`src/rtl/dac_spi_tx_if.sv`:
```
// dac_spi_tx_if: sequencer-side handshake plus the MAX5134 SPI pins driven by dac_spi_tx.
interface dac_spi_tx_if #(parameter int WORD_BITS = 24);
    logic [WORD_BITS-1:0] data_in;
    logic send, busy, done, overrun;
    logic spi_cs_out, spi_clock_out, spi_data_out;
    modport master (output data_in, send,
                    input busy, done, overrun, spi_cs_out, spi_clock_out, spi_data_out);
    modport slave (input data_in, send,
                   output busy, done, overrun, spi_cs_out, spi_clock_out, spi_data_out);
endinterface

```
`src/rtl/dac_spi_tx.sv`:
```
// dac_spi_tx: serialises one {command, data} word per send request to the MAX5134 DAC, MSB first.
module dac_spi_tx #(
    parameter int CLK_DIV   = 4,
    parameter int WORD_BITS = 24,
    parameter int CS_SETUP  = 2,
    parameter int CS_HOLD   = 2,
    parameter int CS_IDLE   = 2
) (
    input logic       clock_in,
    input logic       reset,
    dac_spi_tx_if.slave bus
);
    localparam int M1 = CLK_DIV > CS_SETUP ? CLK_DIV : CS_SETUP;
    localparam int M2 = CS_HOLD > CS_IDLE ? CS_HOLD : CS_IDLE;
    localparam int CW = $clog2((M1 > M2 ? M1 : M2) + 1);
    localparam int BW = $clog2(WORD_BITS);
    typedef enum logic [2:0] {IDLE, SETUP, SHIFT_LO, SHIFT_HI, HOLD, GAP} state_t;
    state_t state_q, state_d;
    logic [CW-1:0] cnt_q, cnt_d, len_m1;
    logic [BW-1:0] bit_q, bit_d;
    logic [WORD_BITS-1:0] sr_q, sr_d;
    logic busy_q, done_q, ovr_q, cs_q, sclk_q, sdo_q;
    logic last, active;
    always_comb begin
        len_m1 = state_q == SETUP ? CW'(CS_SETUP - 1) :
                 state_q == HOLD  ? CW'(CS_HOLD - 1)  :
                 state_q == GAP   ? CW'(CS_IDLE - 1)  : CW'(CLK_DIV - 1);
        last = cnt_q == len_m1;
        state_d = state_q;
        cnt_d = last ? '0 : cnt_q + 1'b1;
        bit_d = bit_q;
        sr_d = sr_q;
        case (state_q)
            IDLE: begin
                cnt_d = '0;
                if (bus.send) begin
                    state_d = SETUP;
                    sr_d = bus.data_in;
                    bit_d = BW'(WORD_BITS - 1);
                end
            end
            SETUP: if (last) state_d = SHIFT_LO;
            // the rising SCLK edge launches the next bit; bit 0 stays on the line through HOLD
            SHIFT_LO: if (last) begin
                state_d = SHIFT_HI;
                if (bit_q != '0) sr_d = sr_q << 1;
            end
            SHIFT_HI: if (last) begin
                if (bit_q == '0) state_d = HOLD;
                else begin
                    state_d = SHIFT_LO;
                    bit_d = bit_q - 1'b1;
                end
            end
            HOLD: if (last) state_d = GAP;
            GAP: if (last) state_d = IDLE;
            default: state_d = IDLE;
        endcase
        active = state_d == SETUP || state_d == SHIFT_LO || state_d == SHIFT_HI || state_d == HOLD;
    end
    // outputs are registered from the next state so they align with the state they describe
    always_ff @(posedge clock_in or posedge reset) begin
        if (reset) begin
            state_q <= IDLE;
            cnt_q <= '0;
            bit_q <= '0;
            sr_q <= '0;
            busy_q <= 1'b0;
            done_q <= 1'b0;
            ovr_q <= 1'b0;
            cs_q <= 1'b1;
            sclk_q <= 1'b1;
            sdo_q <= 1'b0;
        end else begin
            state_q <= state_d;
            cnt_q <= cnt_d;
            bit_q <= bit_d;
            sr_q <= sr_d;
            busy_q <= state_d != IDLE;
            done_q <= state_q == HOLD && state_d == GAP;
            ovr_q <= bus.send && busy_q;
            cs_q <= !active;
            sclk_q <= state_d != SHIFT_LO;
            sdo_q <= active && sr_d[WORD_BITS-1];
        end
    end
    assign bus.busy = busy_q;
    assign bus.done = done_q;
    assign bus.overrun = ovr_q;
    assign bus.spi_cs_out = cs_q;
    assign bus.spi_clock_out = sclk_q;
    assign bus.spi_data_out = sdo_q;
endmodule

```
`src/flat_wrapper.sv`:
```
// flat-port wrapper written by rule: the top's interface ports become plain ports
module dac_spi_tx_flat 
#(
    parameter int CLK_DIV   = 4,
    parameter int WORD_BITS = 24,
    parameter int CS_SETUP  = 2,
    parameter int CS_HOLD   = 2,
    parameter int CS_IDLE   = 2
)
  (clock_in, reset, bus_data_in, bus_send, bus_busy, bus_done, bus_overrun, bus_spi_cs_out, bus_spi_clock_out, bus_spi_data_out);
  dac_spi_tx_if #(.WORD_BITS(WORD_BITS)) bus_i ();
  input logic clock_in;
  input logic reset;
  input wire logic [$bits(bus_i.data_in)-1:0] bus_data_in;
  input wire logic [$bits(bus_i.send)-1:0] bus_send;
  output wire logic [$bits(bus_i.busy)-1:0] bus_busy;
  output wire logic [$bits(bus_i.done)-1:0] bus_done;
  output wire logic [$bits(bus_i.overrun)-1:0] bus_overrun;
  output wire logic [$bits(bus_i.spi_cs_out)-1:0] bus_spi_cs_out;
  output wire logic [$bits(bus_i.spi_clock_out)-1:0] bus_spi_clock_out;
  output wire logic [$bits(bus_i.spi_data_out)-1:0] bus_spi_data_out;
  assign bus_i.data_in = bus_data_in;
  assign bus_i.send = bus_send;
  assign bus_busy = bus_i.busy;
  assign bus_done = bus_i.done;
  assign bus_overrun = bus_i.overrun;
  assign bus_spi_cs_out = bus_i.spi_cs_out;
  assign bus_spi_clock_out = bus_i.spi_clock_out;
  assign bus_spi_data_out = bus_i.spi_data_out;
  dac_spi_tx #(.CLK_DIV(CLK_DIV), .WORD_BITS(WORD_BITS), .CS_SETUP(CS_SETUP), .CS_HOLD(CS_HOLD), .CS_IDLE(CS_IDLE)) u_core (.clock_in(clock_in), .reset(reset), .bus(bus_i));
endmodule
```
`config.mk`:
```
export PLATFORM = sky130hd
export DESIGN_NAME = dac_spi_tx_flat
export DESIGN_NICKNAME = d
export VERILOG_FILES = /design/src/rtl/dac_spi_tx_if.sv /design/src/rtl/dac_spi_tx.sv /design/src/flat_wrapper.sv
export SDC_FILE = /design/constraint.sdc
export NUM_CORES = 1
export LEC_CHECK = 0
export ABC_CLOCK_PERIOD_IN_PS = 2450
export BUFFER_PORTS_ARGS = -buffer_cell sky130_fd_sc_hd__buf_2
export CAP_MARGIN = 15
export CORE_ASPECT_RATIO = 0.75
export CORE_MARGIN = 2
export CORE_UTILIZATION = 30
export CTS_CLUSTER_SIZE = 12
export DETAILED_ROUTE_END_ITERATION = 8
export PLACE_DENSITY = 0.5
export SYNTH_ARGS = -nofsm -noshare
export SYNTH_HDL_FRONTEND = slang
export SYNTH_SLANG_ARGS = --single-unit
```
`constraint.sdc`:
```
create_clock -name clock_in -period 2.45 [get_ports clock_in]
set_input_delay 0.1225 -clock clock_in [delete_from_list [all_inputs] [get_ports clock_in]]
set_output_delay 0.1225 -clock clock_in [all_outputs]
set_load 0.1 [all_outputs]
```
==> results by group <==
Placement
  • Pre-CTS setup slack: 446 ps
  • RePlAce Congestion: 0.723
  • IO buf count: 32
  • DP HPWL: 2.79 mm

Detailed routing
  • Routed vias: 1481
  • First-pass DRT Iterations: 4
  • Wirelength per Cell: 13.6 um
  • Number of antenna-violating nets in the routed design: 0
  • # DRC: 0
  • DRT Wirelength: 4.19 mm
  • Initial drt markers: 93
  • Via density: 4.79

Power and ir drop
  • P per Cell Area: 994 mW/mm^2
  • Leak: 1.09 nW
  • VDD IR max: 0.000255 V

Synthesis
  • Synthesized area: 0.00198 sq mm
  • Share of the synthesized area in the top cell type: 0.494
  • Asr flop ratio synth: 1.00
  • Dominant cell type by area after synthesis: dfrtp_1
  • Synth Flop Type: dfrtp_1
  • Post-Syn Nets: 222
  • Yosys Warn Count: 0
  • Syn avg cell area: 10.3 sq um
  • Syn Inst Count: 192
  • Sequential share of the synthesized area: 0.520
  • Synth area leaders: dfrtp_1, nand2_1, a22oi_2, a22oi_1, dfstp_2
  • Yosys reg bits: 41
  • Number of flops mapped to enable cells by yosys: 0
  • Post-synth cell types: 40

Floorplanning
  • Initial Utilization: 0.311
  • Die H: 74.3 um
  • I/O pins: 33
  • Die ar.: 0.00726 sq mm
  • Core footprint: 0.00635 sq mm
  • Core Rows: 25
  • Die width: 97.7 um

Timing
  • Max Slew Vio Count: 0
  • Finish-stage setup viols: 0
  • FMAX: 491 MHz
  • Setup TNS Final: 0 ps
  • Hold Slack: 39.0 ps
  • Min cycle time layout: 2040 ps
  • Final cycle utilization of the critical path: 0.832
  • Worst-Margin Slew: 519 ps
  • Clock skew: 5.73 ps
  • Final hold vios: 0
  • RSZ-0062 raised after global routing: false
  • Slew HR: 0.654
  • Min setup slack post-route: 411 ps

Clocking
  • H-Tree Depth: 2
  • CTS max path bufs: 2
  • Worst-Skew Late Latency: 290 ps
  • CTS root buf: clkbuf_8
  • CTS sink cnt: 41
  • Reg clk slew, reported paths: 80 ps
  • CTS tree: built
  • Num CTS Buffers: 5

Min path
  • Worst-case hold path end point: u_core.sr_q[0]
  • Hold Crit Depth: 3
  • Min-Delay Path Class: primary input to flip-flop
  • Hold Crit Start: bus_data_in[0]

Final layout
  • Area delta synth->final: 16.6%
  • ANT cells: 0
  • Final Net Count: 257
  • Commonest non-fill, non-tap cell in the layout: nand2_1
  • Most frequent cells in the layout: nand2_1, dfrtp_1, buf_2
  • Fillers: 652
  • Proportion of layout cells with a drive suffix above 1: 0.263

Critical path
  • Reg2Reg Setup Slack: 410 ps
  • Worst Path Max Fanout: 10
  • Crit. End Element: flip-flop
  • Worst r2r dst: u_core.sr_q[2]
  • WP data required: 2680 ps
  • Startpoint Class: flip-flop
  • Reg2reg path depth: 7
  • CP Class: flip-flop to flip-flop
  • FF-to-FF Start: u_core.bit_q[0]
  • Arr. time, crit path: 2270 ps

GRT
  • Largest net degree at the start of global routing: 42
  • Gr ovfl total: 0
  • Antenna violations before repair: 0
  • Global-route wire length before repair: 7.15 mm
  • Overall routing resource usage: 0.126
  • Vias in the first global route: 1451

Run
  • Maxcap violations: 0

Outcome
  • Status: complete, no violations
[kinds of logic (layout without fill, tap and decap cells)]
family                   count (synthesis)  after routing  share of synthesized area
multiplexers                             3              3                     0.0158
AND/OR/NAND/NOR                         87             87                      0.224
adder cells (fa/ha/maj)                  3              3                     0.0190
buffers and inverters                   14             50                     0.0411
AO/OA/AOI/OAI                           42             42                      0.171
XOR/XNOR                                 2              2                    0.00886
flip-flops                              41             41                      0.520
[routing by layer]
metal | routed length (um) | GRT usage
met1 | 2240 | 0.182
met2 | 1690 | 0.182
met3 | 204 | 0.0310
met4 | 55 | 0.0509
met5 | 0 | 0
[stage by stage]
| stage | util | std cells | instance area, sq um | power (mW) |
|---|---|---|---|---|
| finish | 0.363 | 309 | 2310 | 2.29 |
| CTS | 0.363 | 309 | 2310 | 2.32 |
| global route | 0.363 | 309 | 2310 | 2.50 |
| global placement | 0.348 | 300 | 2210 | 1.87 |
| floorplan | - | 192 | 1980 | 1.70 |
| detailed placement | 0.348 | 300 | 2210 | 1.87 |
[how the worst max path moves through the flow]
stage	from	to	slack, ps
after detailed placement	u_core.bit_q[0]	u_core.sr_q[3]	450
final	u_core.bit_q[0]	u_core.sr_q[2]	410
after global routing	u_core.bit_q[0]	u_core.sr_q[6]	240
after CTS	u_core.bit_q[0]	u_core.sr_q[2]	420
after global placement	u_core.bit_q[0]	u_core.sr_q[8]	500
after floorplan	u_core.bit_q[0]	u_core.sr_q[10]	650
[synth_stat cells (2+ instances only)]
cell	instances
a21oi_1	4
dfstp_2	2
nand3b_1	3
o21ai_0	5
nor2b_1	2
buf_6	3
dfrtp_1	39
and3_1	2
ha_1	3
and4_1	2
xnor2_1	2
inv_1	4
o21ai_1	2
nor3_1	5
nand3_1	3
nor2_1	3
buf_2	5
nor3b_1	4
a22oi_2	9
and3b_1	2
clkbuf_1	2
mux2i_1	2
a31oi_1	2
nand2_1	52
a22oi_1	13
nand4_1	3
[flip-flops by register name (all words and copies together) (netlist names)]
signal / count
u_core.bus.spi_data_out: 1
u_core.bus.spi_cs_out: 1
u_core.bus.done: 1
u_core.bus.spi_clock_out: 1
u_core.sr_q: 24
u_core.bus.overrun: 1
u_core.bus.busy: 1
u_core.bit_q: 5
u_core.state_q: 3
u_core.cnt_q: 3
[what timing repair did]
action                                  4_1_cts  5_1_grt
setup buffers                                 0        0
hold buffers                                  1        0
endpoints found under the hold margin        39        0
endpoints found under the setup margin        0        0
resized for setup                             0        0
[power breakdown]
part	switching (mW)	internal (mW)
sequential	0.157	0.865
combinational	0.515	0.319
clock	0.240	0.197
total	0.912	1.38
[cell type report]
class                           count  area (sq um)  share of cell area
Tap cell                           81           101              0.0440
Sequential cell                    41          1030               0.446
Clock inverter                      3          17.5             0.00760
Multi-Input combinational cell    137           867               0.376
Inverter                            4          15.0             0.00651
Clock buffer                        5          68.8              0.0298
Timing Repair Buffer               38           208              0.0901
[worst max-delay path: stages, from the launching register on]
cell and delay [ps]:
dfrtp_1 430, inv_1 100, ha_1 150, or4b_4 500, a31oi_2 400, buf_4 260
nand2_1 70, nand2_1 60
Note: power is estimated with default switching activity, not from simulation.
